File: src/rtl/fetch_pkg.sv
// ============================================================================
// Module   : fetch_pkg
// Desc     : Shared types and default widths for the instruction-fetch stage.
// Revision : 1.0
// ============================================================================
`default_nettype none

package fetch_pkg;

    localparam int C_PC_W    = 10;
    localparam int C_INSTR_W = 32;

    typedef enum logic [1:0] {
        IDLE = 2'd0,
        REQ  = 2'd1,
        WAIT = 2'd2
    } fetch_state_t;

    typedef struct packed {
        logic [C_PC_W-1:0]    pc;
        logic [C_INSTR_W-1:0] instr;
    } fetch_entry_t;

endpackage

`default_nettype wire

File: src/rtl/fetch_fifo.sv
// ============================================================================
// Module   : fetch_fifo
// Desc     : Synchronous FIFO with flush; push and pop may coincide, even when full.
// Revision : 1.0
// ============================================================================
`default_nettype none

module fetch_fifo #(
    parameter int WIDTH = 42,
    parameter int DEPTH = 2,
    parameter int CNT_W = $clog2(DEPTH) + 1
) (
    input  logic             clk,
    input  logic             rst_n,
    input  logic             push,
    input  logic [WIDTH-1:0] din,
    input  logic             pop,
    input  logic             flush,
    output logic [WIDTH-1:0] dout,
    output logic             full,
    output logic             empty,
    output logic [CNT_W-1:0] count
);

    localparam int c_PTR_W = (DEPTH > 1) ? $clog2(DEPTH) : 1;

    logic [WIDTH-1:0]   r_mem [DEPTH];
    logic [c_PTR_W-1:0] r_wptr;
    logic [c_PTR_W-1:0] r_rptr;
    logic [CNT_W-1:0]   r_count;
    logic               w_do_push;
    logic               w_do_pop;

    assign full      = (r_count == CNT_W'(DEPTH));
    assign empty     = (r_count == '0);
    assign count     = r_count;
    assign dout      = r_mem[r_rptr];

    // A pop frees the slot a simultaneous push lands in, so full does not block it.
    assign w_do_pop  = pop && !empty;
    assign w_do_push = push && (!full || w_do_pop);

    always_ff @(posedge clk or negedge rst_n) begin
        if (!rst_n) begin
            for (int i = 0; i < DEPTH; i++) begin
                r_mem[i] <= '0;
            end
            r_wptr  <= '0;
            r_rptr  <= '0;
            r_count <= '0;
        end else if (flush) begin
            r_wptr  <= '0;
            r_rptr  <= '0;
            r_count <= '0;
        end else begin
            if (w_do_push) begin
                r_mem[r_wptr] <= din;
                r_wptr        <= r_wptr + 1'b1;
            end
            if (w_do_pop) begin
                r_rptr <= r_rptr + 1'b1;
            end
            case ({w_do_push, w_do_pop})
                2'b10:   r_count <= r_count + 1'b1;
                2'b01:   r_count <= r_count - 1'b1;
                default: r_count <= r_count;
            endcase
        end
    end

endmodule

`default_nettype wire

File: src/rtl/fetch_unit.sv
// ============================================================================
// Module   : fetch_unit
// Desc     : Single-outstanding req/gnt/rvalid fetch with FIFO buffering to decode.
// Revision : 1.0
// ============================================================================
`default_nettype none

module fetch_unit
    import fetch_pkg::*;
#(
    parameter int FIFO_DEPTH = 2,
    parameter int PC_W       = C_PC_W,
    parameter int INSTR_W    = C_INSTR_W
) (
    input  logic               clk,
    input  logic               rst_n,
    input  logic [PC_W-1:0]    pc_in,
    output logic               pc_advance,
    input  logic               redirect,
    output logic               mem_req,
    output logic [PC_W-1:0]    mem_addr,
    input  logic               mem_gnt,
    input  logic               mem_rvalid,
    input  logic [INSTR_W-1:0] mem_rdata,
    output logic               instr_valid,
    input  logic               instr_ready,
    output logic [INSTR_W-1:0] instr_out,
    output logic [PC_W-1:0]    instr_pc,
    output logic               misalign
);

    localparam int c_ENTRY_W = PC_W + INSTR_W;
    localparam int c_CNT_W   = $clog2(FIFO_DEPTH) + 1;
    localparam logic [c_CNT_W-1:0] c_DEPTH = c_CNT_W'(FIFO_DEPTH);

    fetch_state_t         r_state;
    logic [PC_W-1:0]      r_req_pc;
    logic                 r_addr_held;
    logic                 r_drop;
    logic                 r_misalign;

    logic [PC_W-1:0]      w_addr;
    logic                 w_push;
    logic                 w_pop;
    logic                 w_full;
    logic                 w_empty;
    logic [c_CNT_W-1:0]   w_count;
    logic [c_CNT_W-1:0]   w_count_next;
    logic [c_ENTRY_W-1:0] w_head;

    // First REQ cycle forwards pc_in directly so a redirect target that arrives
    // together with the REQ entry is still honoured; later cycles hold the latch.
    assign w_addr = r_addr_held ? r_req_pc : pc_in;

    assign w_push = (r_state == WAIT) && mem_rvalid && !r_drop && !redirect;
    assign w_pop  = !w_empty && instr_ready && !redirect;

    always_comb begin
        w_count_next = w_count;
        if (redirect) begin
            w_count_next = '0;
        end else begin
            w_count_next = w_count + c_CNT_W'(w_push) - c_CNT_W'(w_pop);
        end
    end

    always_ff @(posedge clk or negedge rst_n) begin
        if (!rst_n) begin
            r_state     <= IDLE;
            r_req_pc    <= '0;
            r_addr_held <= 1'b0;
            r_drop      <= 1'b0;
            r_misalign  <= 1'b0;
        end else begin
            case (r_state)
                IDLE: begin
                    if (!redirect && !w_full) begin
                        r_state <= REQ;
                    end
                end
                REQ: begin
                    r_req_pc <= w_addr;
                    if (w_addr[1:0] != 2'b00) begin
                        r_misalign <= 1'b1;
                    end
                    if (mem_gnt) begin
                        r_state     <= WAIT;
                        r_addr_held <= 1'b0;
                        r_drop      <= redirect;
                    end else if (redirect) begin
                        r_state     <= IDLE;
                        r_addr_held <= 1'b0;
                    end else begin
                        r_addr_held <= 1'b1;
                    end
                end
                WAIT: begin
                    if (mem_rvalid) begin
                        r_drop  <= 1'b0;
                        r_state <= (w_count_next < c_DEPTH) ? REQ : IDLE;
                    end else if (redirect) begin
                        r_drop <= 1'b1;
                    end
                end
                default: r_state <= IDLE;
            endcase
        end
    end

    fetch_fifo #(
        .WIDTH (c_ENTRY_W),
        .DEPTH (FIFO_DEPTH),
        .CNT_W (c_CNT_W)
    ) u_fifo (
        .clk   (clk),
        .rst_n (rst_n),
        .push  (w_push),
        .din   ({r_req_pc, mem_rdata}),
        .pop   (w_pop),
        .flush (redirect),
        .dout  (w_head),
        .full  (w_full),
        .empty (w_empty),
        .count (w_count)
    );

    assign mem_req     = (r_state == REQ);
    assign mem_addr    = (r_state == REQ) ? w_addr : r_req_pc;
    assign pc_advance  = (r_state == REQ) && mem_gnt;
    assign misalign    = r_misalign;
    assign instr_valid = !w_empty;
    assign instr_pc    = w_head[c_ENTRY_W-1:INSTR_W];
    assign instr_out   = w_head[INSTR_W-1:0];

endmodule

`default_nettype wire

File: config.mk
export PLATFORM = sky130hd
export DESIGN_NAME = fetch_unit
export DESIGN_NICKNAME = d
export VERILOG_FILES = /design/src/rtl/fetch_pkg.sv /design/src/rtl/fetch_fifo.sv /design/src/rtl/fetch_unit.sv
export SDC_FILE = /design/constraint.sdc
export NUM_CORES = 1
export LEC_CHECK = 0
export ABC_AREA = 1
export BUFFER_PORTS_ARGS = -buffer_cell sky130_fd_sc_hd__buf_2
export CAP_MARGIN = 20
export CORE_MARGIN = 4
export CORE_UTILIZATION = 59
export DETAILED_ROUTE_END_ITERATION = 12
export PLACE_DENSITY_LB_ADDON = 0.12
export SETUP_SLACK_MARGIN = 0.5
export SLEW_MARGIN = 20
export SYNTH_ARGS = -nofsm -noshare
export SYNTH_HDL_FRONTEND = slang
export SYNTH_SLANG_ARGS = --single-unit
File: constraint.sdc
create_clock -name clk -period 2.8 [get_ports clk]
set_input_delay 0.14 -clock clk [delete_from_list [all_inputs] [get_ports clk]]
set_output_delay 0.14 -clock clk [all_outputs]
set_load 0.02 [all_outputs]
# == Word-level counts from Yosys, hierarchy flattened ==
# Index checks and enable logic that the tools add are counted.
# Widths: inputs -> output; s select.
# totals
regBits,103
inputBits,48
# classes
add_sub_neg,6
n_lt_le_gt_ge,4
n_eq_ne,10
n_mux,27
n_bitwise,3
n_reduce_logical,26
# ops
operator,n
$mux 42,4
$bwmux 84,1
$demux 42 s1,1
$mux 10,2
$mux 2,6
$logic_and 1x1->1,10
$mux 1,10
$reduce_bool 2->1,4
$eq 2x2->1 const B,3
$pmux 2 s3,1
$reduce_and 3->1,2
$eq 2x1->1 const B,2
$ge 2x2->1 const B,2
$logic_not 1->1,4
$logic_not 2->1,2
$ne 2x2->1 const B,2
$not 1->2,2
$pmux 2 s2,1
$reduce_and 2->1,2
$ne 3x2->1 const B,1
$ne 3x3->1 const B,1
$reduce_bool 3->1,1
$add 1x1->1 const B,2
$add 2x1->2,1
9 further kinds,9

# == Logic depth before layout (Yosys ltp) ==
# Gate-level depths: netlist (run 1).
# logic_depth
depth_word,11
depth_mapped,10
mapped_depth_nobuf,10

# == Hierarchy ==
# A second synthesis (run 1) with hierarchy kept.
# hier_totals
hier_cells,564
hier_area_um2,4822.1
# by_module_without_submodules
module,n_inst,cells_per_inst,area_each_um2,seq_area_each_um2
fetch_fifo,1,487,4095.2,2202.1
fetch_unit,1,77,726.9,375.4

# == Worst setup path after synthesis (run 1) ==
# No wires, ideal clock.
# synth_timing
kind,register to register
start,reg r_state[0]
end,reg r_req_pc[1]
t_arrival_ns,1.548
required_ns,2.614
path_slack_ns,1.066
path_stages_with_launch,7
n_path_buf,0
period_less_slack_ns,1.734
cell_sequence,dfrtp_1 > inv_1 > nor2_1 > inv_1 > a21oi_1 > o21ai_0 > o21ai_0
# synth_via
elab_chain_cells,2
# synth_lines
item,line_no,source
"start, declared",fetch_unit.sv:36,fetch_state_t r_state;
"start signal, assigned",fetch_unit.sv:100,r_state <= (w_count_next < c_DEPTH) ? REQ : IDLE;
$eq 2x1->1,--,
via mem_req,fetch_unit.sv:20,"output logic mem_req,"
$mux 10,--,
via mem_addr[1],fetch_unit.sv:21,"output logic [PC_W-1:0] mem_addr,"
"end signal, assigned",fetch_unit.sv:82,r_req_pc <= w_addr;
"end, declared",fetch_unit.sv:37,logic [PC_W-1:0] r_req_pc;
# The timed path passes the listed nets, and every way through them passes these cells.
# A chain may end at the register's enable or synchronous reset.

# == Worst setup path after layout (run 1) ==
# layout_timing
start,reg r_state[0]
end,out mem_addr[1]
# layout_via
elab_chain_cells,2
# layout_lines
item,line_no,source
$eq 2x1->1,fetch_unit.sv:128,assign mem_addr = (r_state == REQ) ? w_addr : r_req_pc;
$mux 10,--,
"end, declared",fetch_unit.sv:21,
# Every way passes these cells.

==> flow_summary.json, run 1 <==
{
  "status": "completed",
  "irDropWorstVdd_mv": 0.560,
  "synth_edf_count": 0,
  "hold_path_class": "in2reg",
  "worstMarginPinSlew_ns": 0.740,
  "io_buffers": 103,
  "drt_iter0_drc": 164,
  "fp.dieW_um": 99.8,
  "hold_viol_final": 0,
  "critPathRequiredTime_ns": 2.66,
  "start_util": 0.605,
  "final-max-slew-violation-count": 0,
  "ys_warn_count": 0,
  "ys_async_sr_fraction": 1.00,
  "dieArea_um2": 9960,
  "area_delta_synth_final_pct": 18.3,
  "synth.top_cell.area_share": 0.518,
  "synthCells": 557,
  "cts.clk_slew.worst_paths_ns": 0.09,
  "syn_area_per_cell_um2": 8.93,
  "wirelength_um": 10500,
  "p_per_area_nw_per_um2": 991,
  "die_height_um": 99.8,
  "firstDrtPassIters": 5,
  "post_drt_wl_per_cell_um": 13.6,
  "slew_headroom": 0.507,
  "synth.most_common_cell": "nand2_1",
  "synth_seq_area_share": 0.518,
  "path_class": "reg2out",
  "power.switching_mw": 2.37,
  "max_freq_mhz": 475,
  "p_sw_frac": 0.406,
  "skew_ns": 0.0133,
  "ys_types": 27,
  "combinationalPowerShare": 0.426,
  "synthFlopType": "dfrtp_1",
  "hold_path_startpoint": "mem_rdata[16]",
  "netlist_top_cells_count": "nand2_1 (146), dfrtp_1 (103), o21ai_0 (95)",
  "cts_tree": "built",
  "drv_cap": 0,
  "arrival_ns": 1.97,
  "gp_congestion": 0.873,
  "drive_gt1_frac": 0.330,
  "antenna_found_initial": 0,
  "finalWorstSetupSlack_ns": 0.695,
  "grt_max_degree": 63,
  "setup_violations": 0,
  "cp_max_fo": 7,
  "clk_path_buf_depth": 2,
  "startpoint": "r_state[0]$_DFFE_PN0P_",
  "rr_worst_depth": 8,
  "worstSetupStartpointType": "flip-flop",
  "vias_per_cell": 5.19,
  "root_buffer": "clkbuf_8",
  "grt_pass1_wl_um": 17900,
  "fin_crit_sh": 0.752,
  "total_power_mw": 5.83,
  "reg2reg_from": "r_state[0]$_DFFE_PN0P_",
  "yosysTopAreaCell": "dfrtp_1",
  "htreeDepth": 3,
  "top_level_ports": 104,
  "clk_latency_ns": 0.35,
  "synth_area_leaders": "dfrtp_1 (52%), nand2_1 (11%), o21ai_0 (9.6%)",
  "timing.setup.tns_ns": 0,
  "synth_fp_nets": 606,
  "clock_sinks": 103,
  "num_antenna_cells": 0,
  "holdPathStages": 3,
  "grt_pass1_vias": 3973,
  "cp-end-kind": "output pin",
  "power_frac_clock": 0.185,
  "post_cts_buffers": 0,
  "dp_worst_setup_slack_ns": 0.894,
  "seqPwrFrac": 0.388,
  "rsz0062_at_grt": "false",
  "place.detailed.hpwl_um": 7020,
  "ant_nets": 0,
  "p_int_mw": 3.46,
  "placementRows": 33,
  "overflow": 0,
  "fin_nets": 715,
  "ys_ff_latch": 103,
  "leakage_nw": 2.99,
  "track_usage": 0.222,
  "cts_inserted_buffers": 9,
  "netlist_area_um2": 4970,
  "min_period_ns": 2.11,
  "fp.coreArea_um2": 8220,
  "drc": 0,
  "route.vias.total": 4019
}
[flip-flops by register name, indices dropped and copies added, names as in the netlist]
signal,flops
misalign,1
r_req_pc,10
u_fifo.r_mem,84
r_drop,1
u_fifo.count,2
r_state,2
r_addr_held,1
u_fifo.r_wptr,1
u_fifo.r_rptr,1
[final timing paths]
check | to | slack (ns)
worst max-delay path | mem_addr[1] | 0.69
worst min-delay path | u_fifo.r_mem[58]$_DFFE_PN0P_ | 0.01
worst max register to register | u_fifo.r_mem[15]$_DFFE_PN0P_ | 0.84
worst min register to register | misalign$_DFFE_PN0P_ | 0.48
max in group asynchronous | u_fifo.r_rptr$_DFFE_PN0P_ | 1.70
min in group asynchronous | u_fifo.r_mem[61]$_DFFE_PN0P_ | 0.37
[logic make-up (layout without fill, tap and decap cells)]
kind of cell,Yosys count,after routing,share of synthesized area
AOI/OAI and AO/OA,141,141,0.174
xor gates and xnor gates,2,2,0.00352
adders and majority gates,1,1,0.00252
buffers and inverters,88,200,0.0906
DFF,103,103,0.518
muxes,8,8,0.0181
and+or+nand+nor,214,214,0.193
[metal layers]
| metal | vias up | GRT usage | part of all wire | routed length, um |
|---|---|---|---|---|
| li1 | 1986 | - | - | - |
| met1 | 1911 | 0.315 | 0.46 | 4860 |
| met2 | 109 | 0.354 | 0.48 | 5010 |
| met3 | 13 | 0.0320 | 0.052 | 544 |
| met4 | 0 | 0.0725 | 0.012 | 126 |
| met5 | - | 0 | 0 | 0 |
[power groups by stage]
| stage | clock network (mW) | registers (mW) | logic [mW] |
|---|---|---|---|
| 2_1_floorplan | 0 | 2.17 | 1.82 |
| 3_3_place_gp | 0 | 2.27 | 2.42 |
| 3_5_place_dp | 0 | 2.29 | 2.48 |
| 4_1_cts | 1.10 | 2.26 | 2.51 |
| 5_1_grt | 1.16 | 2.31 | 2.75 |
| 6_report | 1.08 | 2.27 | 2.49 |
[layout by cell type, fill, tap and decap left out, types with 3 or more instances in the layout]
| cell type | instances |
|---|---|
| inv_1 | 55 |
| nand2_2 | 39 |
| clkbuf_8 | 9 |
| nand2_1 | 146 |
| o21ai_2 | 40 |
| nand3_1 | 12 |
| o21ai_0 | 95 |
| buf_4 | 7 |
| a21oi_1 | 3 |
| buf_2 | 102 |
| nor2_1 | 8 |
| nor2_4 | 3 |
| dfrtp_1 | 102 |
| bufinv_16 | 3 |
| dlygate4sd3_1 | 18 |
| mux2_2 | 8 |
[critical path, cell delays in order, from the launching register on]
cell     delay, ns
dfrtp_1       0.40
inv_1         0.09
nor2_1        0.35
inv_1         0.17
a21oi_1       0.13
o21ai_0       0.11
o21ai_0       0.14
buf_2         0.23
[layout make-up]
type	count	area, um2
clock inverter	5	106
fill	653	2330
tap	105	131
multi-input combinational	366	1950
clock buffer	9	124
inverter	57	214
sequential	103	2580
timing repair buffer	129	783
[repair_timing]
item / 4_1_cts / 5_1_grt
endpoints found under the setup margin: 0 / 1
endpoints found under the hold margin: 80 / 0
resized for setup: 0 / 1
hold buffers: 18 / 0
[stage by stage]
stage / utilization / hold slack, ns / area (um2) / instances
3_3_place_gp: 0.666 / 0.245 / 5470 / 742
4_1_cts: 0.716 / 0.00144 / 5880 / 774
3_5_place_dp: 0.666 / 0.246 / 5470 / 742
2_1_floorplan: - / -0.156 / 4970 / 557
5_1_grt: 0.716 / 0.00280 / 5890 / 774
6_report: 0.716 / 0.0148 / 5890 / 774
Note: power is estimated with default switching activity, not from simulation.
==> run 2, diff against run 1 <==
--- a/config.mk
+++ b/config.mk
@@ -9,7 +9,7 @@
 export BUFFER_PORTS_ARGS = -buffer_cell sky130_fd_sc_hd__buf_2
 export CAP_MARGIN = 20
 export CORE_MARGIN = 4
-export CORE_UTILIZATION = 59
+export CORE_UTILIZATION = 55
 export DETAILED_ROUTE_END_ITERATION = 12
 export PLACE_DENSITY_LB_ADDON = 0.12
 export SETUP_SLACK_MARGIN = 0.5
==> constraint.sdc (replaced) <==
create_clock -name clk -period 1.97 [get_ports clk]
set_input_delay 0.0985 -clock clk [delete_from_list [all_inputs] [get_ports clk]]
set_output_delay 0.0985 -clock clk [all_outputs]
set_load 0.02 [all_outputs]
==> run 2 against run 1 <==
- critical path depth fell by 3
- sequential power rose by 45%
- combinational power rose to 2.6 times the previous value
- cell count rose by 12%
- global-route usage rose by 6.9 points
- critical path type unchanged
- critical endpoint is now mem_addr[9]
- largest power group unchanged
==> flow_summary.json, run 2 (synthesized netlist as in run 1, its figures left out) <==
{
  "finalWorstSetupSlack_ns": 0.203,
  "cp_max_fo": 8,
  "area_delta_synth_final_pct": 60.6,
  "final_common_cell": "nand2_1",
  "p_int_mw": 6.50,
  "fin_nets": 804,
  "vias_per_cell": 6.07,
  "place.detailed.hpwl_um": 7440,
  "max_freq_mhz": 566,
  "cts_inserted_buffers": 9,
  "dieArea_um2": 10600,
  "grt_pass1_wl_um": 23700,
  "drv_cap": 0,
  "drc": 0,
  "cp-end-kind": "output pin",
  "track_usage": 0.291,
  "p_sw_frac": 0.425,
  "hold_viol_final": 0,
  "route.vias.total": 5270,
  "rsz0062_at_grt": "true",
  "status": "completed",
  "startpoint": "r_state[1]$_DFFE_PN0P_",
  "clk_path_buf_depth": 2,
  "timing.setup.tns_ns": 0,
  "io_buffers": 103,
  "largest_reg_flops": 84,
  "critPathRequiredTime_ns": 1.87,
  "hold_path_class": "in2reg",
  "post_drt_wl_per_cell_um": 22.7,
  "arrival_ns": 1.67,
  "clk_latency_ns": 0.38,
  "min_period_ns": 1.77,
  "final-max-slew-violation-count": 0,
  "cts_tree": "built",
  "seqPwrFrac": 0.292,
  "cts.clk_slew.worst_paths_ns": 0.10,
  "power_frac_clock": 0.133,
  "grt_max_degree": 49,
  "leakage_nw": 4.06,
  "dp_worst_setup_slack_ns": 0.300,
  "worstSetupStartpointType": "flip-flop",
  "fp.dieW_um": 103,
  "worstMarginPinSlew_ns": 0.667,
  "antenna_found_initial": 0,
  "overflow": 0,
  "drive_gt1_frac": 0.509,
  "placementRows": 34,
  "htreeDepth": 3,
  "largest_registers": "u_fifo.r_mem x84, r_req_pc x10",
  "final_cell_mix": "nand2_1 (113), dfrtp_1 (99), o21ai_2 (64), buf_2 (64), inv_1 (51)",
  "gp_congestion": 0.806,
  "top_register": "u_fifo.r_mem",
  "wirelength_um": 19700,
  "irDropWorstVdd_mv": 1.39,
  "clock_sinks": 103,
  "reg2reg_from": "r_state[1]$_DFFE_PN0P_",
  "firstDrtPassIters": 8,
  "rr_worst_depth": 9,
  "die_height_um": 103,
  "reg2reg_slack_ns": 0.25,
  "skew_ns": 0.0145,
  "holdPathStages": 2,
  "power.switching_mw": 4.80,
  "total_power_mw": 11.3,
  "combinationalPowerShare": 0.575,
  "setup_violations": 0,
  "p_per_area_nw_per_um2": 1410,
  "num_antenna_cells": 0,
  "grt_pass1_vias": 4751,
  "fin_crit_sh": 0.897,
  "crit_end": "mem_addr[9]",
  "fp.coreArea_um2": 8760,
  "r2r_end": "r_req_pc[1]$_DFF_PN0_",
  "ant_nets": 0,
  "start_util": 0.568,
  "drt_iter0_drc": 435,
  "slew_headroom": 0.556,
  "path_class": "reg2out",
  "top_level_ports": 104,
  "root_buffer": "clkbuf_8"
}
## run 2: final cells by class
class	count	area, um2
clock buffers	12	165
clock inverters	4	52.6
fillers	317	776
inverters	57	214
multi-input cells	366	2550
flip-flops and latches	103	2580
well taps	108	135
repair buffers	218	2280
## run 2: per-layer routing
metal / up-vias / routed length [um] / track usage
met4: 0 / 1080 / 0.111
li1: 2189 / - / -
met3: 110 / 1820 / 0.0426
met5: - / 0 / 0
met1: 2546 / 6830 / 0.365
met2: 425 / 10000 / 0.509
## run 2: critical path, stage by stage, from the launching register on
cell and delay, ns:
dfrtp_2 0.46, nor2_4 0.21, nand2_4 0.14, mux2_2 0.32
buf_2 0.17
## run 2: through the flow
step                hold WS [ns]   util  instances  area [um2]
floorplan                 -0.197      -        557        4980
global placement           0.153  0.633        749        5550
detailed placement         0.163  0.633        749        5550
CTS                     0.000876  0.819        843        7180
global route              0.0129  0.911        868        7990
finish                    0.0231  0.911        868        7990
## run 2: power by group through the flow
stage	sequential (mW)	combinational [mW]	clock, mW
after detailed placement	3.20	3.66	0
final	3.29	6.50	1.51
after floorplan	3.10	2.60	0
after global routing	3.34	6.79	1.58
after global placement	3.17	3.57	0
after CTS	3.17	5.25	1.45
## run 2: worst min path at each step
stage	start	end	slack, ns
after floorplan	rst_n	misalign$_DFFE_PN0P_	-0.20
after global placement	rst_n	u_fifo.r_mem[52]$_DFFE_PN0P_	0.15
after detailed placement	rst_n	u_fifo.r_mem[52]$_DFFE_PN0P_	0.16
after CTS	pc_in[9]	r_req_pc[9]$_DFF_PN0_	0.0009
after global routing	pc_in[9]	r_req_pc[9]$_DFF_PN0_	0.01
final	pc_in[9]	r_req_pc[9]$_DFF_PN0_	0.02
## run 2: repair_timing
| action | CTS | global route |
|---|---|---|
| setup buffers | 27 | 16 |
| setup endpoints to repair | 122 | 141 |
| cloned | 11 | 9 |
| gates resized for setup | 159 | 157 |
| endpoints found under the hold margin | 115 | 0 |
| pin swaps | 24 | 17 |
| hold buffers | 40 | 0 |
